$ cat src/rtl/mips_pkg.sv
// Shared opcode constants, instruction field positions and the fetch state encoding
// for the unpipelined MIPS core.
package mips_pkg;

  localparam logic [5:0] OP_J   = 6'b000010;
  localparam logic [5:0] OP_BEQ = 6'b000100;

  localparam int OPC_HI = 31;
  localparam int OPC_LO = 26;

  typedef enum logic [1:0] {
    IDLE = 2'd0,
    REQ  = 2'd1,
    HOLD = 2'd2,
    ERR  = 2'd3
  } fetch_state_t;

endpackage

$ cat src/rtl/ifetch_unit_if.sv
// Instruction-memory port. The fetch unit is the master and the memory is the slave.
// Handshake: imem_req stays high with imem_addr stable until the memory answers with a
// one-cycle imem_ack carrying imem_rdata; req may drop early only on flush, timeout or reset.
interface ifetch_unit_if #(
   parameter int ADDR_W = 32,
   parameter int DATA_W = 32
);
   logic              imem_req;
   logic [ADDR_W-1:0] imem_addr;
   logic              imem_ack;
   logic [DATA_W-1:0] imem_rdata;

   modport master (output imem_req, output imem_addr, input imem_ack, input imem_rdata);
   modport slave  (input imem_req, input imem_addr, output imem_ack, output imem_rdata);
endinterface

$ cat src/rtl/ifetch_decode.sv
// Combinational extraction of the jump/branch fields the PC logic needs; all outputs
// are forced to zero while the instruction register holds nothing valid.
module ifetch_decode
   import mips_pkg::*;
#(
   parameter int ADDR_W = 32
) (
   input  logic [31:0]       instr,
   input  logic              valid,
   output logic              jump,
   output logic              branch,
   output logic [25:0]       jump_field,
   output logic [ADDR_W-1:0] branch_off
);
   logic [5:0] opcode;

   assign opcode     = instr[OPC_HI:OPC_LO];
   assign jump       = valid && (opcode == OP_J);
   assign branch     = valid && (opcode == OP_BEQ);
   assign jump_field = valid ? instr[25:0] : 26'd0;
   // Branch offset is a signed word offset; the PC logic adds it to pc+1.
   assign branch_off = valid ? {{(ADDR_W-16){instr[15]}}, instr[15:0]} : '0;
endmodule

$ cat src/rtl/ifetch_unit.sv
// Fetches one instruction word per PC from variable-latency memory, holds it for decode
// and stalls the PC logic until the decode stage consumes it.
module ifetch_unit
   import mips_pkg::*;
#(
   parameter int ADDR_W      = 32,
   parameter int DATA_W      = 32,
   parameter int TIMEOUT_CYC = 64
) (
   input  logic                clk,
   input  logic                reset,
   input  logic                fetch_en,
   input  logic [ADDR_W-1:0]   pc,
   input  logic                flush,
   input  logic                consume,
   ifetch_unit_if.master       imem,
   output logic [DATA_W-1:0]   instr,
   output logic                instr_valid,
   output logic                stall,
   output logic                jump,
   output logic                branch,
   output logic [25:0]         jump_field,
   output logic [ADDR_W-1:0]   branch_off,
   output logic                fetch_err,
   output fetch_state_t        state_dbg
);
   localparam int CNT_W = (TIMEOUT_CYC == 0) ? 1 : $clog2(TIMEOUT_CYC + 1);
   localparam logic [CNT_W-1:0] TO_VAL = CNT_W'(TIMEOUT_CYC);

   fetch_state_t      state;
   logic [CNT_W-1:0]  wait_cnt;
   logic [CNT_W-1:0]  wait_cnt_inc;

   assign wait_cnt_inc = wait_cnt + 1'b1;
   assign stall        = !((state == HOLD) && consume);
   assign state_dbg    = state;

   always_ff @(posedge clk or posedge reset) begin
      if (reset) begin
         state          <= IDLE;
         imem.imem_req  <= 1'b0;
         imem.imem_addr <= '0;
         instr          <= '0;
         instr_valid    <= 1'b0;
         fetch_err      <= 1'b0;
         wait_cnt       <= '0;
      end else begin
         case (state)
            IDLE: begin
               if (!flush && fetch_en && !fetch_err) begin
                  state          <= REQ;
                  imem.imem_req  <= 1'b1;
                  imem.imem_addr <= pc;
                  wait_cnt       <= '0;
               end
            end
            REQ: begin
               // Flush beats a same-cycle ack: the returned word belongs to a dead path.
               if (flush) begin
                  state         <= IDLE;
                  imem.imem_req <= 1'b0;
               end else if (imem.imem_ack) begin
                  state         <= HOLD;
                  imem.imem_req <= 1'b0;
                  instr         <= imem.imem_rdata;
                  instr_valid   <= 1'b1;
               end else if (TIMEOUT_CYC != 0) begin
                  wait_cnt <= wait_cnt_inc;
                  if (wait_cnt_inc == TO_VAL) begin
                     state         <= ERR;
                     imem.imem_req <= 1'b0;
                     fetch_err     <= 1'b1;
                  end
               end
            end
            HOLD: begin
               if (flush) begin
                  state       <= IDLE;
                  instr_valid <= 1'b0;
               end else if (consume) begin
                  instr_valid <= 1'b0;
                  if (fetch_en) begin
                     state          <= REQ;
                     imem.imem_req  <= 1'b1;
                     imem.imem_addr <= pc;
                     wait_cnt       <= '0;
                  end else begin
                     state <= IDLE;
                  end
               end
            end
            default: begin
               // ERR is absorbing; only reset leaves it.
               state         <= ERR;
               imem.imem_req <= 1'b0;
               fetch_err     <= 1'b1;
            end
         endcase
      end
   end

   ifetch_decode #(.ADDR_W(ADDR_W)) u_decode (
      .instr      (instr),
      .valid      (instr_valid),
      .jump       (jump),
      .branch     (branch),
      .jump_field (jump_field),
      .branch_off (branch_off)
   );
endmodule
$ cat src/flat_wrapper.sv
// flat-port wrapper written by rule: the top's interface ports become plain ports
module ifetch_unit_flat import mips_pkg::*;
#(
   parameter int ADDR_W      = 32,
   parameter int DATA_W      = 32,
   parameter int TIMEOUT_CYC = 64
)
  (clk, reset, fetch_en, pc, flush, consume, instr, instr_valid, stall, jump, branch, jump_field, branch_off, fetch_err, state_dbg, imem_imem_req, imem_imem_addr, imem_imem_ack, imem_imem_rdata);
  ifetch_unit_if #(.ADDR_W(ADDR_W), .DATA_W(DATA_W)) imem_i ();
  input  logic clk;
  input  logic reset;
  input  logic fetch_en;
  input  logic [ADDR_W-1:0] pc;
  input  logic flush;
  input  logic consume;
  output logic [DATA_W-1:0] instr;
  output logic instr_valid;
  output logic stall;
  output logic jump;
  output logic branch;
  output logic [25:0] jump_field;
  output logic [ADDR_W-1:0] branch_off;
  output logic fetch_err;
  output fetch_state_t state_dbg;
  output wire logic [$bits(imem_i.imem_req)-1:0] imem_imem_req;
  output wire logic [$bits(imem_i.imem_addr)-1:0] imem_imem_addr;
  input wire logic [$bits(imem_i.imem_ack)-1:0] imem_imem_ack;
  input wire logic [$bits(imem_i.imem_rdata)-1:0] imem_imem_rdata;
  assign imem_imem_req = imem_i.imem_req;
  assign imem_imem_addr = imem_i.imem_addr;
  assign imem_i.imem_ack = imem_imem_ack;
  assign imem_i.imem_rdata = imem_imem_rdata;
  ifetch_unit #(.ADDR_W(ADDR_W), .DATA_W(DATA_W), .TIMEOUT_CYC(TIMEOUT_CYC)) u_core (.clk(clk), .reset(reset), .fetch_en(fetch_en), .pc(pc), .flush(flush), .consume(consume), .imem(imem_i), .instr(instr), .instr_valid(instr_valid), .stall(stall), .jump(jump), .branch(branch), .jump_field(jump_field), .branch_off(branch_off), .fetch_err(fetch_err), .state_dbg(state_dbg));
endmodule
$ cat config.mk
export PLATFORM = sky130hd
export DESIGN_NAME = ifetch_unit_flat
export DESIGN_NICKNAME = d
export VERILOG_FILES = /design/src/rtl/mips_pkg.sv /design/src/rtl/ifetch_unit_if.sv /design/src/rtl/ifetch_decode.sv /design/src/rtl/ifetch_unit.sv /design/src/flat_wrapper.sv
export SDC_FILE = /design/constraint.sdc
export NUM_CORES = 1
export LEC_CHECK = 0
export CAP_MARGIN = 15
export CORE_MARGIN = 4
export CORE_UTILIZATION = 42
export DETAILED_ROUTE_END_ITERATION = 12
export PLACE_DENSITY = 0.86
export REMOVE_ABC_BUFFERS = 1
export SYNTH_ARGS = -nofsm -noshare
export SYNTH_HDL_FRONTEND = slang
export SYNTH_HIERARCHICAL = 1
export SYNTH_SLANG_ARGS = --single-unit
export TNS_END_PERCENT = 30
$ cat constraint.sdc
create_clock -name clk -period 7.4 [get_ports clk]
set_clock_uncertainty 0.15 [all_clocks]
set_input_delay 1.48 -clock clk [delete_from_list [all_inputs] [get_ports clk]]
set_output_delay 1.48 -clock clk [all_outputs]
set_load 0.05 [all_outputs]
==> results.sh <==
export IMPL_timing_slew_headroom_pct=36.9
export IMPL_portBuffers=199
export IMPL_pin_count=200
export IMPL_start_util_pct=43.8
export IMPL_grt_max_degree=77
export IMPL_cp_start_kind="primary input"
export IMPL_clockBufferDepth=2
export IMPL_ir_worst_vdd_mv=0.113
export IMPL_grtUsageTotal_pct=19.2
export IMPL_drt_wl_total_um=9880
export IMPL_cts_clk_slew_worst_paths_ns=0.07
export IMPL_met3WireLength_um=984
export IMPL_cap_violations=0
export IMPL_arrival_ns=2.84
export IMPL_yosysTopAreaCell="dfrtp_1"
export IMPL_cts_buffers=9
export IMPL_worst_slack_ns=2.93
export IMPL_place_hpwl_um=7700
export IMPL_path_cells="clkdlybuf4s50_1 > nand3b_1 > clkdlybuf4s50_1"
export IMPL_clk_latency_ns=0.33
export IMPL_synth_xor_area_share_pct=0.477
export IMPL_nets=515
export IMPL_setup_tns_ns=0
export IMPL_ff_latch_area_um2=1900
export IMPL_r2r_end="u_core/imem.imem_addr[26]$_DFFE_PP0P_"
export IMPL_grt_pass1_vias=2870
export IMPL_dp_slack_ns=2.93
export IMPL_p_leak_nw=2.48
export IMPL_root_buffer="clkbuf_8"
export IMPL_cts_resized=0
export IMPL_ys_seq_area_share_pct=51.8
export IMPL_synth_seq_cells=76
export IMPL_holdPathStages=1
export IMPL_syn_area_um2=3670
export IMPL_synthTopCellsByArea="dfrtp_1, mux2_4, mux2_2"
export IMPL_grt_overflow=0
export IMPL_hp_class="reg -> reg"
export IMPL_worst_ep_required_time_ns=5.77
export IMPL_power_w=0.000772
export IMPL_wl_met2_um=5060
export IMPL_design_core_area_um2=8380
export IMPL_wl_per_cell_um=17.9
export IMPL_end_kind="output pin"
export IMPL_setup_viol=0
export IMPL_grt_pass1_wl_um=15200
export IMPL_yosys_top_cells_count="dfrtp_1, mux2_2, buf_4"
export IMPL_synthArstFlopShare_pct=100
export IMPL_reg2reg_setup_slack_ns=5.15
export IMPL_dr_pass1_iters=4
export IMPL_cts_tree="yes"
export IMPL_critPathKind="in -> out"
export IMPL_slew_viol_final=0
export IMPL_hold_start="u_core/wait_cnt[6]$_DFFE_PP0P_"
export IMPL_synth_fa_ha_area_share_pct=0.340
export IMPL_postCtsHoldBufs=0
export IMPL_synth_compound_area_share_pct=5.35
export IMPL_cp_buffers_inverters=2
export IMPL_post_cts_buffers=0
export IMPL_die_h_um=102
export IMPL_worstReg2RegStart="u_core/state_dbg[1]$_DFFE_PP0P_"
export IMPL_post_route_min_period_ns=4.47
export IMPL_crit_path_frequent_cell="clkdlybuf4s50_1"
export IMPL_synthMuxAreaShare_pct=22.6
export IMPL_hold_end="u_core/wait_cnt[6]$_DFFE_PP0P_"
export IMPL_fin_crit_sh_pct=60.3
export IMPL_synth_top_family_by_area="multiplexers"
export IMPL_status="finished, final reports clean"
export IMPL_max_stage_delay_ns=0.80
export IMPL_reg2regPathDepth=5
export IMPL_synth_top_area_share_pct=51.8
export IMPL_synth_distinct_cells=45
export IMPL_fillerInstances=621
export IMPL_syn_instance_count=275
export IMPL_crit_slowest_cell="clkdlybuf4s50_1"
export IMPL_cts_sinks=76
export IMPL_synth_edf_count=0
export IMPL_grt_antenna_before_repair=0
export IMPL_yosysMostFrequentCell="dfrtp_1"
export IMPL_cts_htree_levels=3
export IMPL_multi_input_area_um2=1440
export IMPL_drc_errors=0
export IMPL_place_congestion=0.860
export IMPL_worst_pin_slew_ns=0.947
export IMPL_rows=33
export IMPL_ys_warnings_count=6
export IMPL_die_x_um=102
export IMPL_syn_to_final_growth_pct=55.2
export IMPL_met1_length_um=3700
export IMPL_critical_path_max_fanout=3
export IMPL_drt_initial_drc_count=92
export IMPL_drive_above_1_share_pct=19.9
export IMPL_die_area_um2=10300
export IMPL_top_layer="met4"
export IMPL_critPathTopFamily="buffers and inverters"
export IMPL_rsz0062_at_grt="false"
export IMPL_yosys_most_used_dff="dfrtp_1"
export IMPL_yosys_area_share_simple_pct=10.4
export IMPL_synth_area_per_cell_um2=13.4
export IMPL_diodes=0
export IMPL_fmax_mhz=224
export IMPL_avgViaCountPerCell=4.92
export IMPL_final_hold_viol_count=0
export IMPL_num_vias=2723
export IMPL_antenna_left=0
export IMPL_powerDensity_nw_per_um2=135
power by group:
part | switching [W] | leakage, nW | internal [W] | total (W)
combinational | 0.0000149 | 1.33 | 0.0000328 | 0.0000477
sequential | 0 | 1.06 | 0.000415 | 0.000415
clock | 0.000146 | 0.0914 | 0.000163 | 0.000309
cell type report:
class                      instances  share of cell area, %
multi-input combinational        152                   25.2
inverter                           3                  0.219
tap                              105                   2.30
timing repair buffer             202                   35.5
clock inverter                     4                  0.878
clock buffer                      11                   2.48
sequential                        76                   33.3
state kept, by name, summed over array words and instances, names as in the netlist:
register               flops
u_core/instr              32
u_core/wait_cnt            7
u_core/imem.imem_addr     32
u_core/instr_valid         1
u_core/state_dbg           2
u_core/imem.imem_req       1
u_core/fetch_err           1
layer usage:
metal / up-vias / global-route usage, %
met1: 1307 / 21.6
met3: 13 / 7.37
met2: 144 / 34.0
met4: 0 / 5.01
met5: - / 0
li1: 1259 / -
worst max path at each step:
stage | from | cells past startpoint | to | slack [ns]
after global placement | consume | 3 | stall | 2.96
final | consume | 3 | stall | 2.93
after CTS | u_core/instr_valid$_DFFE_PP0P_ | 4 | jump | 2.93
after floorplan | u_core/instr_valid$_DFFE_PP0P_ | 1 | branch_off[15] | -1.21
after global routing | u_core/instr_valid$_DFFE_PP0P_ | 4 | branch | 2.80
after detailed placement | consume | 3 | stall | 2.93
through the flow:
| step | cells | util [%] | hold WS [ns] | cell area [µm²] |
|---|---|---|---|---|
| after global placement | 537 | 65.5 | 0.341 | 5490 |
| after detailed placement | 538 | 65.8 | 0.345 | 5510 |
| after CTS | 553 | 68.0 | 0.363 | 5700 |
| after global routing | 553 | 68.0 | 0.371 | 5700 |
| after floorplan | 231 | - | 0.323 | 3350 |
| final | 553 | 68.0 | 0.362 | 5700 |
layout by cell type, fill, tap and decap left out, types with 3 or more instances in the layout:
cell type	instances
o31ai_1	4
nand2b_1	3
dfrtp_1	76
mux2_2	34
clkbuf_8	10
a22o_1	3
a21oi_1	4
nor2_1	4
and2_1	27
mux2_4	29
nand2_1	6
o21ai_0	6
clkdlybuf4s50_1	199
cells by family (layout without fill, tap and decap cells):
kind of cell	Yosys count	count (layout)
buffers and inverters	47	220
flip-flops	76	76
XOR/XNOR	2	2
multiplexers	64	64
AND/OR/NAND/NOR	59	59
AO/OA/AOI/OAI	26	26
adder cells (fa/ha/maj)	1	1
No activity file was read; power rests on OpenSTA's default activity.
